<file path="src/rtl/motion_pkg.sv">
// Shared types and widths for the motion profile sequencer and its tick prescaler.
package motion_pkg;

  localparam int TIME_W   = 64;
  localparam int PARAM_W  = 32;
  localparam int N_TIMING = 4;
  localparam int N_PARAMS = 5;

  typedef enum logic [2:0] {
    PH_IDLE   = 3'd0,
    PH_ACC    = 3'd1,
    PH_CRUISE = 3'd2,
    PH_DEC    = 3'd3,
    PH_TAIL   = 3'd4
  } phase_t;

  typedef enum logic [2:0] {
    ST_IDLE  = 3'd0,
    ST_REQ   = 3'd1,
    ST_CHECK = 3'd2,
    ST_RUN   = 3'd3,
    ST_DONE  = 3'd4
  } seq_state_t;

  // A zero-length phase has equal start and end times, so its test never
  // matches and the lookup falls through to the next phase.
  function automatic phase_t phase_of(input logic [TIME_W-1:0] e,
                                      input logic [TIME_W-1:0] t0,
                                      input logic [TIME_W-1:0] t1,
                                      input logic [TIME_W-1:0] t2);
    if (e < t0)      return PH_ACC;
    else if (e < t1) return PH_CRUISE;
    else if (e < t2) return PH_DEC;
    else             return PH_TAIL;
  endfunction

endpackage

</file>
<file path="src/rtl/tick_prescaler.sv">
// Divides clk into timing ticks: one-cycle strobe every PRESCALE enabled cycles.
module tick_prescaler #(
  parameter int PRESCALE = 1
) (
  input  logic clk,
  input  logic reset,
  input  logic enable,
  input  logic clear,
  output logic tick
);

  localparam int CW = (PRESCALE > 1) ? $clog2(PRESCALE) : 1;

  logic [CW-1:0] count;

  assign tick = enable && (count == CW'(PRESCALE - 1));

  // NOTE: registers take non-blocking assignments so every flop samples the
  // pre-edge value of its neighbours regardless of statement order.
  always_ff @(posedge clk) begin
    if (reset || clear) count <= '0;
    else if (enable)    count <= tick ? '0 : count + CW'(1);
  end

endmodule

</file>
<file path="src/rtl/motion_profile_sequencer.sv">
// Requests a max-timing calculation, latches the winning profile and plays it out
// tick by tick, reporting the current motion phase and the move outcome.
module motion_profile_sequencer
  import motion_pkg::*;
#(
  parameter int PRESCALE = 1,
  parameter int TIMEOUT  = 1024
) (
  input  logic               clk,
  input  logic               reset,
  input  logic               move_req,
  input  logic               abort,
  output logic               calc_start,
  input  logic               calc_finish,
  input  logic [TIME_W-1:0]  timing_in  [0:N_TIMING-1],
  input  logic [PARAM_W-1:0] params_in  [0:N_PARAMS-1],
  output logic [PARAM_W-1:0] params_out [0:N_PARAMS-1],
  output logic [2:0]         phase,
  output logic [TIME_W-1:0]  elapsed,
  output logic               tick,
  output logic               ready,
  output logic               busy,
  output logic               done,
  output logic               err,
  output logic               aborted
);

  localparam int WAIT_W = (TIMEOUT > 1) ? $clog2(TIMEOUT) : 1;

  seq_state_t        state;
  phase_t            phase_q;
  logic [TIME_W-1:0] timing_q [0:N_TIMING-1];
  logic [WAIT_W-1:0] wait_cnt;
  logic [TIME_W-1:0] elapsed_nxt;
  logic              run_tick;
  logic              monotonic;
  logic              abortable;

  assign abortable   = (state == ST_REQ) || (state == ST_CHECK) || (state == ST_RUN);
  assign elapsed_nxt = elapsed + TIME_W'(1);
  assign monotonic   = (timing_q[0] <= timing_q[1]) && (timing_q[1] <= timing_q[2]) &&
                       (timing_q[2] <= timing_q[3]);

  // An abort on the same cycle as the final tick must not advance elapsed.
  tick_prescaler #(.PRESCALE(PRESCALE)) u_prescaler (
    .clk    (clk),
    .reset  (reset),
    .enable ((state == ST_RUN) && !abort),
    .clear  (state != ST_RUN),
    .tick   (run_tick)
  );

  // NOTE: timing_q is pure data storage, only read after a latch in REQ, so it
  // carries no reset and stays a plain register bank.
  always_ff @(posedge clk) begin
    if ((state == ST_REQ) && calc_finish && !abort) timing_q <= timing_in;
  end

  always_ff @(posedge clk) begin
    if (reset) begin
      state      <= ST_IDLE;
      phase_q    <= PH_IDLE;
      calc_start <= 1'b0;
      elapsed    <= '0;
      wait_cnt   <= '0;
      err        <= 1'b0;
      aborted    <= 1'b0;
      params_out <= '{default: '0};
    end else if (abortable && abort) begin
      aborted    <= 1'b1;
      calc_start <= 1'b0;
      phase_q    <= PH_IDLE;
      state      <= ST_DONE;
    end else begin
      case (state)
        ST_IDLE: if (move_req) begin
          state      <= ST_REQ;
          calc_start <= 1'b1;
          err        <= 1'b0;
          aborted    <= 1'b0;
          elapsed    <= '0;
          wait_cnt   <= '0;
        end
        ST_REQ: if (calc_finish) begin
          params_out <= params_in;
          calc_start <= 1'b0;
          state      <= ST_CHECK;
        end else if (wait_cnt == WAIT_W'(TIMEOUT - 1)) begin
          err        <= 1'b1;
          calc_start <= 1'b0;
          state      <= ST_DONE;
        end else begin
          wait_cnt <= wait_cnt + WAIT_W'(1);
        end
        ST_CHECK: if (!monotonic) begin
          err   <= 1'b1;
          state <= ST_DONE;
        end else if (timing_q[3] == '0) begin
          state <= ST_DONE;
        end else begin
          elapsed <= '0;
          phase_q <= phase_of('0, timing_q[0], timing_q[1], timing_q[2]);
          state   <= ST_RUN;
        end
        ST_RUN: if (run_tick) begin
          elapsed <= elapsed_nxt;
          if (elapsed_nxt == timing_q[3]) begin
            phase_q <= PH_IDLE;
            state   <= ST_DONE;
          end else begin
            phase_q <= phase_of(elapsed_nxt, timing_q[0], timing_q[1], timing_q[2]);
          end
        end
        ST_DONE: state <= ST_IDLE;
        default: state <= ST_IDLE;
      endcase
    end
  end

  assign phase = phase_q;
  assign tick  = run_tick;
  assign ready = (state == ST_IDLE);
  assign busy  = abortable;
  assign done  = (state == ST_DONE);

endmodule

</file>
<file path="config.mk">
export PLATFORM = sky130hd
export DESIGN_NAME = motion_profile_sequencer
export DESIGN_NICKNAME = d
export VERILOG_FILES = /design/src/rtl/motion_pkg.sv /design/src/rtl/tick_prescaler.sv /design/src/rtl/motion_profile_sequencer.sv
export SDC_FILE = /design/constraint.sdc
export NUM_CORES = 1
export LEC_CHECK = 0
export BUFFER_PORTS_ARGS = -buffer_cell sky130_fd_sc_hd__buf_2
export CORE_MARGIN = 4
export CORE_UTILIZATION = 30
export CTS_CLUSTER_DIAMETER = 80
export DETAILED_ROUTE_END_ITERATION = 8
export PLACE_DENSITY = 0.5
export SLEW_MARGIN = 20
export SYNTH_ARGS = -nofsm -noshare
export SYNTH_HDL_FRONTEND = slang
export SYNTH_SLANG_ARGS = --single-unit
</file>
<file path="constraint.sdc">
create_clock -name clk -period 12.15 [get_ports clk]
set_input_delay 0.6075 -clock clk [delete_from_list [all_inputs] [get_ports clk]]
set_output_delay 0.6075 -clock clk [all_outputs]
set_load 0.005 [all_outputs]
</file>
# [After elaboration in Yosys (flattened, before gate mapping)]
# Cells that the tools add are included.
[totals] reg_bits=500 inputBits=421
[classes] n_lt_le_gt_ge=9 n_bitwise=2 eq_ne=21 add_sub_neg=3 reduce_logical=29 n_mux=41
[ops] cell="two-way mux 64 bit" count=4
[ops] cell="less-or-equal comparator 64 bit" count=3
[ops] cell="< comparator 1 x 64 -> 1 bit, first input constant" count=3
[ops] cell="< comparator 64 bit" count=3
[ops] cell="one-hot mux 64 bit (3 select lines)" count=1
[ops] cell="adder 64 x 1 -> 64 bit, second input constant" count=1
[ops] cell="equality test 64 bit" count=1
[ops] cell="logical NOT 64 bit" count=1
[ops] cell="two-way mux 3 bit" count=18
[ops] cell="two-way mux 10 bit" count=3
[ops] cell="one-hot mux 10 bit (2 select lines)" count=1
[ops] cell="!= test 2 bit, second input constant" count=6
[ops] cell="one-hot mux 3 bit (4 select lines)" count=1
[ops] cell="AND reduction 4 bit" count=3
[ops] cell="AND reduction 6 bit" count=2
[ops] cell="adder 10 x 1 -> 10 bit, second input constant" count=1
[ops] cell="equality test 10 bit, second input constant" count=1
[ops] cell="two-way mux 1 bit" count=10
[ops] cell="!= test 3 x 2 -> 1 bit, second input constant" count=3
[ops] cell="nonzero test 2 bit" count=4
[ops] cell="logical AND 1 bit" count=7
[ops] cell="equality test 3 x 2 -> 1 bit, second input constant" count=2
[ops] cell="!= test 2 x 1 -> 1 bit, second input constant" count=3
[ops] cell="!= test 3 x 1 -> 1 bit, second input constant" count=2
[ops] cell="16 further kinds" count=21

# [Depth between registers and ports, before layout]
# Gate-level depths: netlist of run 1.
[depth] ltp_word=8 ltp_mapped=23 depth_no_buf=19

# [Modules after synthesis]
# A second synthesis of run 1 with hierarchy kept.
[unflattened] cells_unflattened=3282 area_unflattened_um2=30090.1
[modules_own_cells] mod="motion_profile_sequencer" cells_per_inst=3279 instances=1 area_each_um2=30048.8 seq_area_each_um2=12552.0
[modules_own_cells] mod="tick_prescaler" cells_per_inst=3 instances=1 area_each_um2=41.3 seq_area_each_um2=20.0

# [Least setup slack after synthesis of run 1]
# Ideal clock, no wire load.
[synth_timing] path_kind="reg-to-reg" start="reg state[2]" end="reg timing_q[0] in the netlist's numbering (enable)" setup_ns=0.721 arrival_time_ns=8.568 path_slack_ns=2.861 synth_period_minus_slack_ns=9.289 path_buffers=3 path_stages_with_launch=8 t_required_ns=11.429 cell_sequence="dfxtp_1 > clkbuf_1 > nor2_1 > nand2_1 > or2_2 > clkbuf_1 > inv_2 > clkbuf_1"
[synth_via] elab_chain_len=3
[synth_rtl] element="from (decl)" line="motion_profile_sequencer.sv:30" source="seq_state_t state;"
[synth_rtl] element="from (signal assigned)" line="motion_profile_sequencer.sv:61" source="state <= ST_IDLE;"
[synth_rtl] element="from (signal assigned)" line="motion_profile_sequencer.sv:73" source="state <= ST_DONE;"
[synth_rtl] element="from (signal assigned)" line="motion_profile_sequencer.sv:77" source="state <= ST_REQ;"
[synth_rtl] element="equality test 3 x 1 -> 1 bit" line="motion_profile_sequencer.sv:56" source="if ((state == ST_REQ) && calc_finish && !abort) timing_q <= timing_in;"
[synth_rtl] element="logical AND 1 bit (2 in series)" line="motion_profile_sequencer.sv:56"
[synth_rtl] element="to (signal assigned)" line="motion_profile_sequencer.sv:56"
[synth_rtl] element="to (decl)" line="motion_profile_sequencer.sv:32" source="logic [TIME_W-1:0] timing_q [0:N_TIMING-1];"
# No other way between the ends.
# A chain may end at the register's enable or synchronous reset.

# [Final worst setup path of run 1]
[layout_timing] start="reg elapsed[0]" end="reg phase_q[2] (netlist: phase[2])"
[layout_via] elab_chain_len=8
[layout_rtl] element="from (decl)" line="motion_profile_sequencer.sv:19" source="output logic [TIME_W-1:0] elapsed,"
[layout_rtl] element="from (signal assigned)" line="motion_profile_sequencer.sv:106" source="elapsed <= elapsed_nxt;"
[layout_rtl] element="adder 64 x 1 -> 64 bit *" line="motion_profile_sequencer.sv:40" source="assign elapsed_nxt = elapsed + TIME_W'(1);"
[layout_rtl] element="< comparator 64 bit" line="motion_pkg.sv:33" source="else if (e < t2) return PH_DEC;"
[layout_rtl] element="two-way mux 3 bit" line="motion_pkg.sv:33"
[layout_rtl] element="two-way mux 3 bit" line="motion_pkg.sv:32" source="else if (e < t1) return PH_CRUISE;"
[layout_rtl] element="two-way mux 3 bit" line="motion_pkg.sv:31" source="if (e < t0) return PH_ACC;"
[layout_rtl] element="two-way mux 3 bit *" line="motion_profile_sequencer.sv:107" source="if (elapsed_nxt == timing_q[3]) begin"
[layout_rtl] element="two-way mux 3 bit *" line="motion_profile_sequencer.sv:105" source="ST_RUN: if (run_tick) begin"
[layout_rtl] element="one-hot mux 3 bit (2 select lines) *" line="motion_profile_sequencer.sv:75" source="case (state)"
[layout_rtl] element="to (signal assigned)" line="motion_profile_sequencer.sv:102" source="phase_q <= phase_of('0, timing_q[0], timing_q[1], timing_q[2]);"
[layout_rtl] element="to (signal assigned)" line="motion_profile_sequencer.sv:111" source="phase_q <= phase_of(elapsed_nxt, timing_q[0], timing_q[1], timing_q[2]);"
[layout_rtl] element="to (decl)" line="motion_profile_sequencer.sv:31" source="phase_t phase_q;"
# Every way passes the cells marked *; elsewhere a longest branch is shown, timed or not. The select of a mux whose other input is x is not followed.

==> results of run 1 <==
-- metrics by stage --
step           instances  hold slack [ns]  area [sq um]  total power, mW
4_1_cts             5193           0.0955         36700             4.18
3_3_place_gp        5073            0.439         34500             2.20
5_1_grt             5194            0.109         36700             4.28
3_5_place_dp        5073            0.443         34600             2.20
2_1_floorplan       3255            0.428         30000             2.02
6_report            5194            0.149         36700             4.13
-- logic make-up after synthesis --
logic type	Yosys count	share of synthesized area, %
AO/OA/AOI/OAI	710	14.4
XOR/XNOR	123	3.76
adder cells (fa/ha/maj)	383	16.0
buffers and inverters	427	5.38
flip-flops	500	42.0
multiplexers	9	0.305
AND/OR/NAND/NOR	1103	18.2
-- critical path, delay by kind of cell (launching register included) --
family | cells | cell delay [ns]
and+or+nand+nor | 12 | 4.82
adders and majority gates | 2 | 0.62
DFF | 1 | 0.64
xor gates and xnor gates | 1 | 0.51
AOI/OAI and AO/OA | 2 | 0.57
-- state kept, by name, summed over array words and instances (netlist names) --
| signal | flops |
|---|---|
| aborted | 1 |
| calc_start | 1 |
| elapsed | 64 |
| err | 1 |
| params_out | 160 |
| phase | 3 |
| state | 3 |
| timing_q | 256 |
| u_prescaler.count | 1 |
| wait_cnt | 10 |
-- synth_stat cells (7+ instances only) --
master	instances	area share, %
buf_2	8	0.13
and4_1	32	0.94
or2_2	7	0.15
nand4_1	134	2.8
inv_1	273	3.4
nand2_1	463	5.8
nor3_1	53	0.89
or4_1	19	0.48
and2_1	13	0.27
nand2b_1	15	0.31
clkbuf_1	141	1.8
xnor2_1	74	2.2
a311oi_1	32	0.94
nor4_1	91	1.9
ha_1	383	16
dfxtp_1	244	16
or3_1	19	0.40
a221oi_1	10	0.29
xor2_1	45	1.3
nor2b_1	21	0.44
a2111oi_0	7	0.20
a31oi_1	13	0.27
o21a_1	7	0.18
nand3_1	55	0.92
nor2_1	133	1.7
edfxtp_1	256	26
a21oi_1	343	5.7
o211ai_1	15	0.38
a21o_1	73	1.8
o21ai_0	110	1.8
mux2i_1	8	0.27
and3_1	27	0.56
a211oi_1	24	0.60
-- layout make-up --
class | count | area (sq um)
clock inverter | 39 | 404
multi-input combinational | 2328 | 15800
sequential | 500 | 12600
tap | 1287 | 1610
timing repair buffer | 684 | 3530
inverter | 274 | 1040
clock buffer | 81 | 1750
fill | 10200 | 62000
antenna | 1 | 2.50
-- routing by layer --
metal / up-vias / GRT usage (%) / share of wire [%]
met5: - / 0 / 0.031
met4: 6 / 7.93 / 3.3
met3: 218 / 7.06 / 9.6
met2: 1274 / 39.5 / 44
met1: 13600 / 36.4 / 43
li1: 13100 / - / -
-- how the worst max path moves through the flow --
stage	startpoint	endpoint
after global placement	elapsed[0]$_SDFFE_PP0P_	phase[2]$_SDFFE_PP0P_
after detailed placement	elapsed[0]$_SDFFE_PP0P_	phase[2]$_SDFFE_PP0P_
after floorplan	state[2]$_SDFFE_PP0P_	timing_q[0]$_DFFE_PP_
after CTS	elapsed[0]$_SDFFE_PP0P_	phase[2]$_SDFFE_PP0P_
final	elapsed[0]$_SDFFE_PP0P_	phase[2]$_SDFFE_PP0P_
after global routing	elapsed[0]$_SDFFE_PP0P_	phase[2]$_SDFFE_PP0P_
-- where the power goes --
| group | internal (mW) | switching (mW) |
|---|---|---|
| Sequential | 1.82 | 0.0490 |
| Clock | 1.15 | 0.818 |
| Combinational | 0.118 | 0.185 |
-- cells in the final DEF, fill, tap and decap left out, types with 28 or more instances in the layout --
cell type,Yosys,routed
buf_4,0,28
ha_1,383,383
xnor2_1,74,74
xor2_1,45,45
a21o_1,73,73
nand2_1,463,462
dfxtp_1,244,244
a21oi_1,343,343
o21ai_0,110,110
and4_1,32,32
a311oi_1,32,32
clkbuf_16,0,67
nor2_1,133,133
edfxtp_1,256,256
nand4_1,134,134
nand3_1,55,55
buf_2,8,653
inv_1,273,273
nor4_1,91,87
nor3_1,53,53
==> qor.csv, run 1 <==
metric,value,unit
drt_first_pass_iters,5,
utilization,37.2,%
min_from,timing_in[43],
arrival,7.80,ns
worstMarginPinSlew,1.18,ns
post-route-min-period,7.22,ns
numPortBuffers,654,
r2r_slack,4.93,ns
cp_slowest_cell,nor2_1,
cts-root-buf,clkbuf_16,
crit_path_cell_trace,ha_1 -> nand2_1 -> or4b_1 -> or2_1 -> nor2_1 -> nand4_1 -> xnor2_1 -> ha_1 -> nand4_1 -> or2_2 -> or3_1 -> or3_1 -> or3_1 -> or3_1 -> o21ai_0 -> nor4bb_1 -> o221a_1,
clock-sinks,500,
min_path_cells,1,
p_per_area,113,nW/um^2
drive_gt1_share,20.8,%
start_kind,flop,
cts_tree,yes,
grt.overflow.total,0,
nets,4658,
die_w,324,microns
required,12.73,ns
drtIter0Drc,2959,
ys_seq_elements,500,
vias,28100,
fp.dieH,324,microns
grt_pass1_wl,195,mm
synth_area,30000,sq um
viasPerCell,5.42,
crit_top_cell,or3_1,
period_share,59.4,%
netlist_instances,3255,
final.setup_skew,0.0289,ns
path_clk_slew,0.07,ns
yosys_most_used_dff,edfxtp_1,
cts_setup_buffers,0,
ys_seq_area_share,42.0,%
syn_avg_cell_area,9.21,sq um
post-dp-hpwl,116,mm
cp-end-kind,flop,
yosysWarnings,0,
slew-limit-headroom,20.3,%
reg2reg_to,phase[2]$_SDFFE_PP0P_,
cts-hold-fix-buffers,0,
drv_cap,0,
leakagePower,16.2,nW
setup_violations,0,
clk_latency,0.64,ns
hold_viol_final,0,
ant_nets,0,
htree_levels,3,
numCtsBuffers,66,
syn_to_final_growth,22.6,%
synthesis.nets,4059,
cp_max_fo,13,
final.setup.tns,0,ns
drc,0,
ys_types,79,
layout_setup_ws,4.93,ns
fmax,138,MHz
grt_start_max_net_pins,161,
hold_class,in2reg,
critical-path-max-stage-delay,0.77,ns
status,finished clean,
drv_slew,0,
gp_congestion,1.01,
rr_worst_depth,17,
grt_pass1_vias,26200,
wl_per_cell,27.8,microns
ios,655,
start_util,30.4,%
min_to,timing_q[43]$_DFFE_PP_,
antenna_found_initial,8,
clockBufferDepth,3,
rows,115,
rsz0062_at_grt,false,
vdd.ir_drop.worst,0.000104,V
core_area,98700,sq um
async_flop_share,0,%
r2r_start,elapsed[0]$_SDFFE_PP0P_,
critical_path_class,reg2reg,
routed_wl,144,mm
grt_usage,26.1,%
design.die.area,105000,sq um
synth-edff-count,256,
place_ws,5.03,ns
ctsResizeCount,0,
Note: power is estimated with default switching activity, not from simulation.
==> run 2, diff against run 1 <==
==> constraint.sdc (replaced) <==
create_clock -name clk -period 7.3 [get_ports clk]
set_input_delay 0.365 -clock clk [delete_from_list [all_inputs] [get_ports clk]]
set_output_delay 0.365 -clock clk [all_outputs]
set_load 0.005 [all_outputs]
==> run 2 against run 1 <==
Power is 75% higher. Via count is 5.6% higher. Global-route usage is 1.5 points higher. Largest power group unchanged. Count of clock-buffer cells in the layout is 4 lower. Final cell count is 7.7% higher. Non-clock buffer count is 402 higher. Hold slack worse by 0.082 ns. Critical path depth is 1 lower. Cell area is 11% higher. Clock skew is 0.0077 ns lower.
==> qor.csv, run 2 (synthesis gave the netlist of run 1 again) <==
metric,value,unit,change
drv_slew,0,,unchanged
drv_cap,0,,unchanged
ctsResizeCount,0,,unchanged
rsz0062_at_grt,false,,
htree_levels,2,,-1
ant_nets,0,,unchanged
cts-root-buf,clkbuf_16,,
drtIter0Drc,2697,,-8.9%
final.setup_skew,0.0212,ns,-0.00769 ns
regMostFlops,timing_q,,
antenna_found_initial,8,,unchanged
grt_usage,27.6,%,+1.5 points
numPortBuffers,654,,unchanged
period_share,87.1,%,+28 points
slew-limit-headroom,18.0,%,-2.3 points
fp.dieH,324,microns,unchanged
post-dp-hpwl,121,mm,+3.7%
layout_common_cells,"buf_2, nand2_1, dlygate4sd3_1",,
grt_start_max_net_pins,156,,-3.1%
grt_pass1_vias,28400,,+8.1%
start_util,30.4,%,unchanged
arrival,6.97,ns,-0.83 ns
path_clk_slew,0.06,ns,about the same
hold_class,in2reg,,
start_kind,flop,,
syn_to_final_growth,36.2,%,
gp_congestion,1.00,,-0.87%
fmax,157,MHz,+14%
vias,29700,,+5.6%
viasPerCell,5.31,,-2.0%
largest_reg_flops,256,,unchanged
die_w,324,microns,unchanged
drc,0,,unchanged
worstMarginPinSlew,1.21,ns,+0.0300 ns
numCtsBuffers,61,,-7.6%
grt.overflow.total,0,,unchanged
post-route-min-period,6.36,ns,-0.865 ns
design.die.area,105000,sq um,unchanged
required,7.91,ns,-4.82 ns
drt_first_pass_iters,5,,unchanged
vdd.ir_drop.worst,0.000215,V,+110%
grt_pass1_wl,208,mm,+6.6%
nets,5055,,+8.5%
cts_tree,yes,,
p_per_area,177,nW/um^2,+57%
hold_viol_final,0,,unchanged
clk_latency,0.67,ns,+0.03 ns
setup_violations,0,,unchanged
cp_max_fo,12,,-1
final.setup.tns,0,ns,unchanged
leakagePower,18.0,nW,+11%
routed_wl,152,mm,+5.7%
cp-end-kind,flop,,
core_area,98700,sq um,unchanged
clock-sinks,500,,unchanged
clockBufferDepth,3,,unchanged
ios,655,,unchanged
rows,115,,unchanged
utilization,41.4,%,+4.1 points
top_regs,"timing_q (256), params_out (160), elapsed (64)",,
critical_path_class,reg2reg,,
final_common_cell,buf_2,,
drive_gt1_share,19.1,%,-1.7 points
wl_per_cell,27.2,microns,-1.9%
status,finished clean,,
==> run 2: changes by cell type in the layout (fill, tap and decap cells not counted), moves of 3 or more <==
cell,change
buf_4,+13
bufinv_16,+8
clkbuf_16,-6
clkbuf_8,+4
clkinv_2,-7
dlygate4sd3_1,+388
inv_6,-5
nor4_1,+3
nor4_2,-3
==> run 2: final timing paths <==
kind	from	endpoint	slack, ns	depth (start not counted)
max	elapsed[17]$_SDFFE_PP0P_	phase[2]$_SDFFE_PP0P_	0.94	16
min	params_in[38]	params_out[38]$_SDFFE_PP0P_	0.07	3
max reg2reg	elapsed[17]$_SDFFE_PP0P_	phase[2]$_SDFFE_PP0P_	0.94	16
min reg2reg	params_out[51]$_SDFFE_PP0P_	params_out[51]$_SDFFE_PP0P_	0.45	2
==> run 2: what timing repair did <==
item                      in CTS  in global routing
hold endpoints to repair     388                  0
hold buffers                 388                  0
buffers inserted               0                  0
==> run 2: where the power goes <==
group	switching [mW]	total, mW	internal, mW	leakage [nW]
clock network	1.36	3.44	2.08	1.09
logic	0.351	0.686	0.335	12.6
registers	0.0795	3.10	3.02	4.29
==> run 2: metrics by stage <==
stage | worst slack [ns] | instance area [sq um] | hold WS, ns | power [mW] | std cells
3_3_place_gp | 1.03 | 34700 | 0.439 | 3.66 | 5087
2_1_floorplan | 1.73 | 30000 | 0.428 | 3.35 | 3255
5_1_grt | 0.548 | 40800 | 0.0493 | 7.47 | 5590
3_5_place_dp | 0.984 | 34700 | 0.443 | 3.66 | 5087
4_1_cts | 0.949 | 40800 | 0.00443 | 7.28 | 5590
6_report | 0.942 | 40800 | 0.0671 | 7.23 | 5593
==> run 2: layer usage <==
metal	vias up	wire (microns)	global-route usage, %
li1	13800	-	-
met1	14400	66600	38.1
met2	1238	66700	42.3
met3	221	14000	7.41
met4	0	5050	8.38
met5	-	0	0
==> run 2: cell type report <==
| class | instances | area, sq um |
|---|---|---|
| well taps | 1287 | 1610 |
| fillers | 9828 | 57900 |
| multi-input cells | 2328 | 15800 |
| flip-flops and latches | 500 | 12600 |
| inverters | 274 | 1040 |
| clock inverters | 38 | 617 |
| clock buffers | 77 | 1650 |
| repair buffers | 1086 | 7530 |
| diodes | 3 | 7.51 |
==> run 2: worst max-delay path: stages, from the launching register on <==
cell	delay, ns
dfxtp_1	0.53
nand4_1	0.14
buf_4	0.22
nor3_1	0.46
or4b_1	0.74
or3_1	0.56
xnor2_1	0.44
ha_1	0.22
nand4_1	0.17
or2_2	0.35
or3_1	0.40
or3_1	0.40
or3_1	0.42
or3_1	0.38
o21ai_0	0.28
nor4bb_1	0.34
o221a_1	0.22
